File: src/rtl/motion_bbox_pkg.sv
// Shared constants and types for the motion-segmentation pipeline
// (dilator, bounding-box extractor, overlay).
//   - Image geometry defaults and coordinate/count widths
//   - Bounding-box FSM state encoding
//   - Accumulator record and its cleared value
//   - Saturating pixel-count adder
package motion_bbox_pkg;

    localparam int unsigned H_IMG_RES = 640;
    localparam int unsigned V_IMG_RES = 480;
    localparam int unsigned COORD_W   = 11;
    localparam int unsigned COUNT_W   = 20;
    localparam int unsigned RUN_W     = 4;

    typedef enum logic [1:0] {
        WAIT_SOF = 2'd0,
        ACCUM    = 2'd1,
        LATCH    = 2'd2
    } state_t;

    typedef struct packed {
        logic               any;
        logic [COORD_W-1:0] xmin;
        logic [COORD_W-1:0] xmax;
        logic [COORD_W-1:0] ymin;
        logic [COORD_W-1:0] ymax;
        logic [COUNT_W-1:0] count;
    } acc_t;

    // Mins start at all-ones and maxes at zero so the first qualified
    // run overwrites both.
    localparam acc_t ACC_CLEAR = '{
        any:   1'b0,
        xmin:  '1,
        xmax:  '0,
        ymin:  '1,
        ymax:  '0,
        count: '0
    };

    function automatic logic [COUNT_W-1:0] sat_add(
        input logic [COUNT_W-1:0] a,
        input logic [COUNT_W-1:0] b
    );
        logic [COUNT_W:0] sum;
        sum = {1'b0, a} + {1'b0, b};
        return sum[COUNT_W] ? '1 : sum[COUNT_W-1:0];
    endfunction

endpackage

File: src/rtl/motion_bbox_run_qualifier.sv
// Per-line horizontal run qualifier.
// Tracks the length of the current run of 1-pixels (saturating at
// MIN_RUN) and flags when a run first reaches MIN_RUN and when it
// continues beyond that. Runs restart at x==0 and never span lines.
// Ports:
//   clk, rst    pixel clock, synchronous active-high reset
//   x           horizontal position of the current pixel
//   active      current pixel lies in the active image area
//   in_pix      mask pixel (ignored when not active)
//   qual_first  run reached MIN_RUN on this pixel
//   qual_cont   run already qualified, this pixel extends it
//   run_start   x of the first pixel of the current run
//   cur_x       x of the current pixel
module motion_bbox_run_qualifier
    import motion_bbox_pkg::*;
#(
    parameter int unsigned MIN_RUN = 3
) (
    input  logic               clk,
    input  logic               rst,
    input  logic [COORD_W-1:0] x,
    input  logic               active,
    input  logic               in_pix,
    output logic               qual_first,
    output logic               qual_cont,
    output logic [COORD_W-1:0] run_start,
    output logic [COORD_W-1:0] cur_x
);

    localparam logic [RUN_W-1:0] MIN_RUN_L = RUN_W'(MIN_RUN);

    logic [RUN_W-1:0]   run_len_q;
    logic [RUN_W-1:0]   run_len_d;
    logic [RUN_W-1:0]   eff_len;
    logic [COORD_W-1:0] start_q;
    logic               pix;

    always_comb begin
        pix        = active & in_pix;
        // A new line wipes the run before this pixel is evaluated.
        eff_len    = (x == '0) ? '0 : run_len_q;
        run_len_d  = '0;
        qual_first = 1'b0;
        qual_cont  = 1'b0;
        run_start  = (eff_len == '0) ? x : start_q;
        cur_x      = x;
        if (pix) begin
            if (eff_len == MIN_RUN_L) begin
                run_len_d = MIN_RUN_L;
                qual_cont = 1'b1;
            end else begin
                run_len_d  = eff_len + 1'b1;
                qual_first = (eff_len == MIN_RUN_L - 1'b1);
            end
        end
    end

    always_ff @(posedge clk) begin
        if (rst) begin
            run_len_q <= '0;
            start_q   <= '0;
        end else begin
            run_len_q <= run_len_d;
            if (pix && eff_len == '0) begin
                start_q <= x;
            end
        end
    end

endmodule

File: src/rtl/motion_bbox.sv
// Frame-level bounding-box extractor for the dilated motion mask.
// Filters short horizontal runs, accumulates extent and pixel count of
// the remaining foreground, and publishes one registered box per frame.
// Ports:
//   clk, rst     pixel clock, synchronous active-high reset
//   hpos, vpos   raster counters; mask row lags vpos by V_OFFSET lines
//   in_pix       dilated mask pixel
//   bbox_xmin/xmax/ymin/ymax  box of last completed frame (0 if empty)
//   pix_count    qualified pixel count of last frame, saturating
//   bbox_valid   last frame reached MIN_COUNT qualified pixels
//   frame_done   one-cycle pulse coincident with the output update
module motion_bbox #(
    parameter int unsigned H_IMG_RES = motion_bbox_pkg::H_IMG_RES,
    parameter int unsigned V_IMG_RES = motion_bbox_pkg::V_IMG_RES,
    parameter int unsigned V_OFFSET  = 3,
    parameter int unsigned MIN_RUN   = 3,
    parameter int unsigned MIN_COUNT = 64
) (
    input  logic                                clk,
    input  logic                                rst,
    input  logic [motion_bbox_pkg::COORD_W-1:0] hpos,
    input  logic [motion_bbox_pkg::COORD_W-1:0] vpos,
    input  logic                                in_pix,
    output logic [motion_bbox_pkg::COORD_W-1:0] bbox_xmin,
    output logic [motion_bbox_pkg::COORD_W-1:0] bbox_xmax,
    output logic [motion_bbox_pkg::COORD_W-1:0] bbox_ymin,
    output logic [motion_bbox_pkg::COORD_W-1:0] bbox_ymax,
    output logic [motion_bbox_pkg::COUNT_W-1:0] pix_count,
    output logic                                bbox_valid,
    output logic                                frame_done
);

    import motion_bbox_pkg::*;

    localparam logic [COORD_W-1:0] H_RES     = COORD_W'(H_IMG_RES);
    localparam logic [COORD_W-1:0] V_RES     = COORD_W'(V_IMG_RES);
    localparam logic [COORD_W-1:0] V_OFF     = COORD_W'(V_OFFSET);
    localparam logic [COUNT_W-1:0] MIN_RUN_C = COUNT_W'(MIN_RUN);
    localparam logic [COUNT_W-1:0] MIN_CNT_C = COUNT_W'(MIN_COUNT);
    localparam logic [COUNT_W-1:0] ONE_C     = COUNT_W'(1);

    state_t             state_q;
    state_t             state_d;
    acc_t               acc_q;
    acc_t               acc_d;
    logic               active;
    logic [COORD_W-1:0] y;
    logic               sof;
    logic               last_pix;
    logic               proc;
    logic               publish;
    logic               qual_first;
    logic               qual_cont;
    logic [COORD_W-1:0] run_start;
    logic [COORD_W-1:0] cur_x;

    always_comb begin
        active   = (hpos < H_RES) && (vpos < V_RES);
        y        = (vpos >= V_OFF) ? (vpos - V_OFF) : (vpos + (V_RES - V_OFF));
        sof      = active && (hpos == '0) && (y == '0);
        last_pix = active && (hpos == H_RES - 1'b1) && (y == V_RES - 1'b1);
    end

    motion_bbox_run_qualifier #(
        .MIN_RUN (MIN_RUN)
    ) u_run_qualifier (
        .clk        (clk),
        .rst        (rst),
        .x          (hpos),
        .active     (active),
        .in_pix     (in_pix),
        .qual_first (qual_first),
        .qual_cont  (qual_cont),
        .run_start  (run_start),
        .cur_x      (cur_x)
    );

    always_comb begin
        state_d = state_q;
        proc    = 1'b0;
        case (state_q)
            WAIT_SOF: begin
                if (sof) begin
                    state_d = ACCUM;
                    proc    = 1'b1;
                end
            end
            ACCUM: begin
                proc = 1'b1;
                if (last_pix) begin
                    state_d = LATCH;
                end
            end
            LATCH:   state_d = ACCUM;
            default: state_d = WAIT_SOF;
        endcase
        // Outputs are loaded on the same edge that absorbs the last pixel
        // (from the next-state accumulators), so they and frame_done become
        // visible during the LATCH cycle; LATCH itself only clears.
        publish = (state_q == ACCUM) && last_pix;
    end

    always_comb begin
        acc_d = acc_q;
        if (proc && qual_first) begin
            acc_d.any   = 1'b1;
            acc_d.count = sat_add(acc_q.count, MIN_RUN_C);
            if (run_start < acc_q.xmin) acc_d.xmin = run_start;
            if (cur_x > acc_q.xmax)     acc_d.xmax = cur_x;
            if (y < acc_q.ymin)         acc_d.ymin = y;
            if (y > acc_q.ymax)         acc_d.ymax = y;
        end else if (proc && qual_cont) begin
            acc_d.count = sat_add(acc_q.count, ONE_C);
            if (cur_x > acc_q.xmax)     acc_d.xmax = cur_x;
        end
    end

    always_ff @(posedge clk) begin
        if (rst) begin
            state_q    <= WAIT_SOF;
            acc_q      <= ACC_CLEAR;
            bbox_xmin  <= '0;
            bbox_xmax  <= '0;
            bbox_ymin  <= '0;
            bbox_ymax  <= '0;
            pix_count  <= '0;
            bbox_valid <= 1'b0;
            frame_done <= 1'b0;
        end else begin
            state_q    <= state_d;
            frame_done <= publish;
            if (state_q == LATCH) begin
                acc_q <= ACC_CLEAR;
            end else begin
                acc_q <= acc_d;
            end
            if (publish) begin
                if (acc_d.any) begin
                    bbox_xmin  <= acc_d.xmin;
                    bbox_xmax  <= acc_d.xmax;
                    bbox_ymin  <= acc_d.ymin;
                    bbox_ymax  <= acc_d.ymax;
                    pix_count  <= acc_d.count;
                    bbox_valid <= (acc_d.count >= MIN_CNT_C);
                end else begin
                    bbox_xmin  <= '0;
                    bbox_xmax  <= '0;
                    bbox_ymin  <= '0;
                    bbox_ymax  <= '0;
                    pix_count  <= '0;
                    bbox_valid <= 1'b0;
                end
            end
        end
    end

endmodule

File: config.mk
export PLATFORM = sky130hd
export DESIGN_NAME = motion_bbox
export DESIGN_NICKNAME = d
export VERILOG_FILES = /design/src/rtl/motion_bbox_pkg.sv /design/src/rtl/motion_bbox_run_qualifier.sv /design/src/rtl/motion_bbox.sv
export SDC_FILE = /design/constraint.sdc
export NUM_CORES = 1
export LEC_CHECK = 0
export BUFFER_PORTS_ARGS = -buffer_cell sky130_fd_sc_hd__buf_2
export CORE_ASPECT_RATIO = 1.1
export CORE_MARGIN = 2
export CORE_UTILIZATION = 60
export CTS_CLUSTER_SIZE = 14
export DETAILED_ROUTE_END_ITERATION = 6
export HOLD_SLACK_MARGIN = 0.03
export PLACE_DENSITY = 0.87
export RECOVER_POWER = 25
export SETUP_SLACK_MARGIN = 0.05
export SLEW_MARGIN = 20
export SYNTH_ARGS = -nofsm -noshare
export SYNTH_HDL_FRONTEND = slang
export SYNTH_HIERARCHICAL = 1
export SYNTH_SLANG_ARGS = --single-unit
export TNS_END_PERCENT = 1
File: constraint.sdc
create_clock -name clk -period 11.9 [get_ports clk]
set_clock_uncertainty 0.15 [all_clocks]
set_input_delay 0 -clock clk [delete_from_list [all_inputs] [get_ports clk]]
set_output_delay 0 -clock clk [all_outputs]
set_load 0.01 [all_outputs]
==> summary.json <==
{
  "outcome": {"value": "complete, but fails checks"},
  "failing_checks": {"value": "DRC"},
  "design.die.area": {"value": 14000, "unit": "sq um"},
  "crit_slowest_cell": {"value": "nor3_4"},
  "syn-instance-count": {"value": 933},
  "drive_above_1_share": {"value": 10.5, "unit": "%"},
  "synthDominantCellAreaShare": {"value": 37.7, "unit": "%"},
  "final_min_period_over_clock_period": {"value": 39.5, "unit": "%"},
  "route.vias.total": {"value": 7238},
  "netlist-cell-type-count": {"value": 71},
  "maxCapViolCount": {"value": 0},
  "finalSetupViolations": {"value": 0},
  "gr-total-overflow": {"value": 0},
  "count_of_routing_violations_after_the_opening_detailed_route_iteration": {"value": 711},
  "critPathMostFrequentCell": {"value": "a21o_1"},
  "grt_antenna_before_repair": {"value": 0},
  "synth_seq_area_share": {"value": 37.7, "unit": "%"},
  "final.fill_count": {"value": 964},
  "cts.sink_count": {"value": 148},
  "multi_input_comb_area": {"value": 4460, "unit": "sq um"},
  "cp.arrival": {"value": 4.83, "unit": "ns"},
  "drc_violation_count_after_routing": {"value": 9},
  "place.detailed.hpwl": {"value": 14.2, "unit": "mm"},
  "placementRows": {"value": 43},
  "synth.top_cells.by_count": {"value": "148 x dfxtp_1, 125 x nand2_1, 64 x nor2_1"},
  "postRouteAntennaNets": {"value": 0},
  "crit_path_cell_trace": {"value": "dlygate4sd3_1 -> buf_2 -> nor4_2 -> nand3_1 -> and2_1 -> inv_2 -> ha_1 -> nand2b_4 -> a32o_1 -> ha_1 -> a21o_1 -> a21o_1 -> a21o_1 -> a21o_1 -> a2111oi_0 -> o31ai_1 -> nor3_4 -> mux2i_1 -> nand2_1"},
  "final_wtd_congestion": {"value": 1.01},
  "final_core_utilization": {"value": 72.1, "unit": "%"},
  "wire_per_inst": {"value": 18.0, "unit": "microns"},
  "clk_pin_slew": {"value": 0.06, "unit": "ns"},
  "post_synth.cell_area_avg": {"value": 8.43, "unit": "sq um"},
  "final_max_slew_viol_count": {"value": 0},
  "clock_tree_from_tritoncts": {"value": "done"},
  "floorplan.io_pins": {"value": 91},
  "final_hold_viol_count": {"value": 0},
  "placeableCoreArea": {"value": 12700, "unit": "sq um"},
  "proportion_of_synthesized_flip_flops_having_asynchronous_set_or_reset": {"value": 0, "unit": "%"},
  "route.final.wire_length": {"value": 21.3, "unit": "mm"},
  "layout.nets": {"value": 1087},
  "timing_worst_slew_pin_value": {"value": 1.08, "unit": "ns"},
  "rsz0062_at_grt": {"value": "no"},
  "p_leak": {"value": 3.69, "unit": "nW"},
  "totalNegativeSetupSlack": {"value": 0, "unit": "ns"},
  "first_global_vias": {"value": 6832},
  "clkLatencyLatePin": {"value": 0.43, "unit": "ns"},
  "numCtsBuffers": {"value": 17},
  "post_synth_edffs": {"value": 0},
  "yosysMostFrequentCell": {"value": "dfxtp_1"},
  "cts.htree.levels": {"value": 4},
  "postSynthRegisterBits": {"value": 148},
  "layout-area-overhead-vs-synth": {"value": 16.4, "unit": "%"},
  "synth_top_area_cell": {"value": "dfxtp_1"},
  "detailedRoute.firstPassIterationCount": {"value": 7},
  "final-seq-area": {"value": 2960, "unit": "sq um"},
  "cts_root_buffer": {"value": "clkbuf_16"},
  "synth_ff_type": {"value": "dfxtp_1"},
  "grt_util_all_layers": {"value": 30.6, "unit": "%"},
  "synth_nets": {"value": 1008},
  "post-cts-setup-buffers": {"value": 0},
  "crit_required": {"value": 12.02, "unit": "ns"},
  "synth-warning-count": {"value": 6},
  "io_buffer_count": {"value": 90},
  "initial_utilization": {"value": 62.0, "unit": "%"},
  "die-height": {"value": 124, "unit": "microns"},
  "worst_ir_drop_vdd": {"value": 0.0950, "unit": "mV"},
  "endpoint_kind": {"value": "register"},
  "path_class": {"value": "input pin to register"},
  "fmax": {"value": 213, "unit": "MHz"},
  "timing.critical_path.slowest_cell_delay": {"value": 0.58, "unit": "ns"},
  "power.density_cell_area": {"value": 132, "unit": "nW/um^2"},
  "critPathLaunchType": {"value": "input pin"},
  "max-slew-margin-rel": {"value": 28.1, "unit": "%"},
  "path_max_fanout": {"value": 11},
  "worst_hold_path_type": {"value": "input pin to register"},
  "finalCriticalPeriod": {"value": 4.70, "unit": "ns"},
  "grt_max_degree": {"value": 63},
  "detail_route.vias_per_cell": {"value": 6.12},
  "n_antenna_cell": {"value": 0},
  "die_x": {"value": 113, "unit": "microns"},
  "netlist_top_cells_area": {"value": "dfxtp_1 38%, ha_1 8.0%, mux2i_1 7.0%, nand2_1 6.0%, a21oi_1 3.9%"},
  "synthesis.area": {"value": 7870, "unit": "sq um"},
  "grt_first_pass_wirelength": {"value": 33.7, "unit": "mm"},
  "clk_path_buf_depth": {"value": 2}
}
[critical path: cells and delay by family]
kind	cells	cell delay, ns
buf+inv	3	0.76
simple gates	6	1.60
compound gates	7	1.52
fa+ha+maj	2	0.58
mux	1	0.33
[cell type report]
cell class / instances / area share, %
clock buffer: 20 / 5.10
clock inverter: 12 / 2.72
inverter: 56 / 2.30
multi-input combinational: 675 / 48.8
sequential: 148 / 32.4
tap: 157 / 2.15
timing repair buffer: 114 / 6.60
[state kept, by name, indices dropped and copies added (netlist names)]
| register | count |
|---|---|
| bbox_xmin | 11 |
| frame_done | 1 |
| bbox_valid | 1 |
| u_run_qualifier/start_q | 11 |
| u_run_qualifier/run_len_q | 4 |
| bbox_xmax | 11 |
| pix_count | 20 |
| acc_q | 65 |
| bbox_ymin | 11 |
| bbox_ymax | 11 |
| state_q | 2 |
[cell families (layout without fill, tap and decap cells)]
| group | count (synthesis) | after routing | share of synthesized area [%] |
|---|---|---|---|
| AND/OR/NAND/NOR | 351 | 351 | 22.1 |
| multiplexers | 66 | 66 | 8.86 |
| AO/OA/AOI/OAI | 200 | 200 | 16.3 |
| XOR/XNOR | 8 | 8 | 0.891 |
| adder cells (fa/ha/maj) | 50 | 50 | 7.95 |
| buffers and inverters | 110 | 202 | 6.20 |
| flip-flops | 148 | 148 | 37.7 |
[through the flow]
stage                     hold WS (ns)  power [mW]  worst slack, ns  std cells  instance area (sq um)
after CTS                       0.0381        1.21             7.00       1182                   9200
after global routing            0.0911        1.23             6.86       1182                   9150
final                           0.0588        1.20             7.20       1182                   9150
after global placement           0.174       0.563             7.29       1134                   8320
after detailed placement         0.191       0.564             7.16       1134                   8330
after floorplan                0.00470       0.546             8.06        933                   7870
[layout by cell type (no fill, tap or decap), types with 7 or more instances in the layout]
master and count:
dfxtp_1 148, nand2_1 125, nor2_1 64, a21oi_1 61, mux2i_1 55, inv_1 54, clkbuf_1 53, ha_1 50
o21ai_0 48, nand2b_1 39, buf_2 37, and2_1 21, nand3_1 21, clkbuf_16 17, nand4_1 16, dlygate4sd3_1 16
nor3_1 13, o21a_1 11, and3_1 10, a21o_1 10, or3_1 8, o31ai_1 8, buf_4 8, a31oi_1 7
bufinv_16 7
[path summary, 6_finish.rpt]
| path | from | endpoint | slack, ns | cells after the start |
|---|---|---|---|---|
| min | vpos[3] | acc_q[34] | 0.06 | 4 |
| max | hpos[2] | acc_q[63] | 7.20 | 19 |
| min reg2reg | bbox_ymax[3] | bbox_ymax[3] | 0.30 | 2 |
| max reg2reg | u_run_qualifier/run_len_q[3] | acc_q[63] | 7.47 | 14 |
[per-layer routing]
layer / GRT usage, % / vias up / wire [microns]
li1: - / 3411 / -
met1: 36.6 / 3420 / 8750
met2: 52.5 / 334 / 10300
met3: 6.18 / 73 / 1410
met4: 15.9 / 0 / 819
met5: 0 / - / 0
[report_power, final]
group | internal, mW | leakage, nW | switching (mW)
Sequential | 0.496 | 1.19 | 0.000387
Combinational | 0.0248 | 2.15 | 0.0392
Clock | 0.431 | 0.346 | 0.213
[what timing repair did]
action                    4_1_cts  5_1_grt
resized for setup               0        0
hold buffers                   16        0
hold endpoints to repair       65        0
No activity file was read; power rests on OpenSTA's default activity.
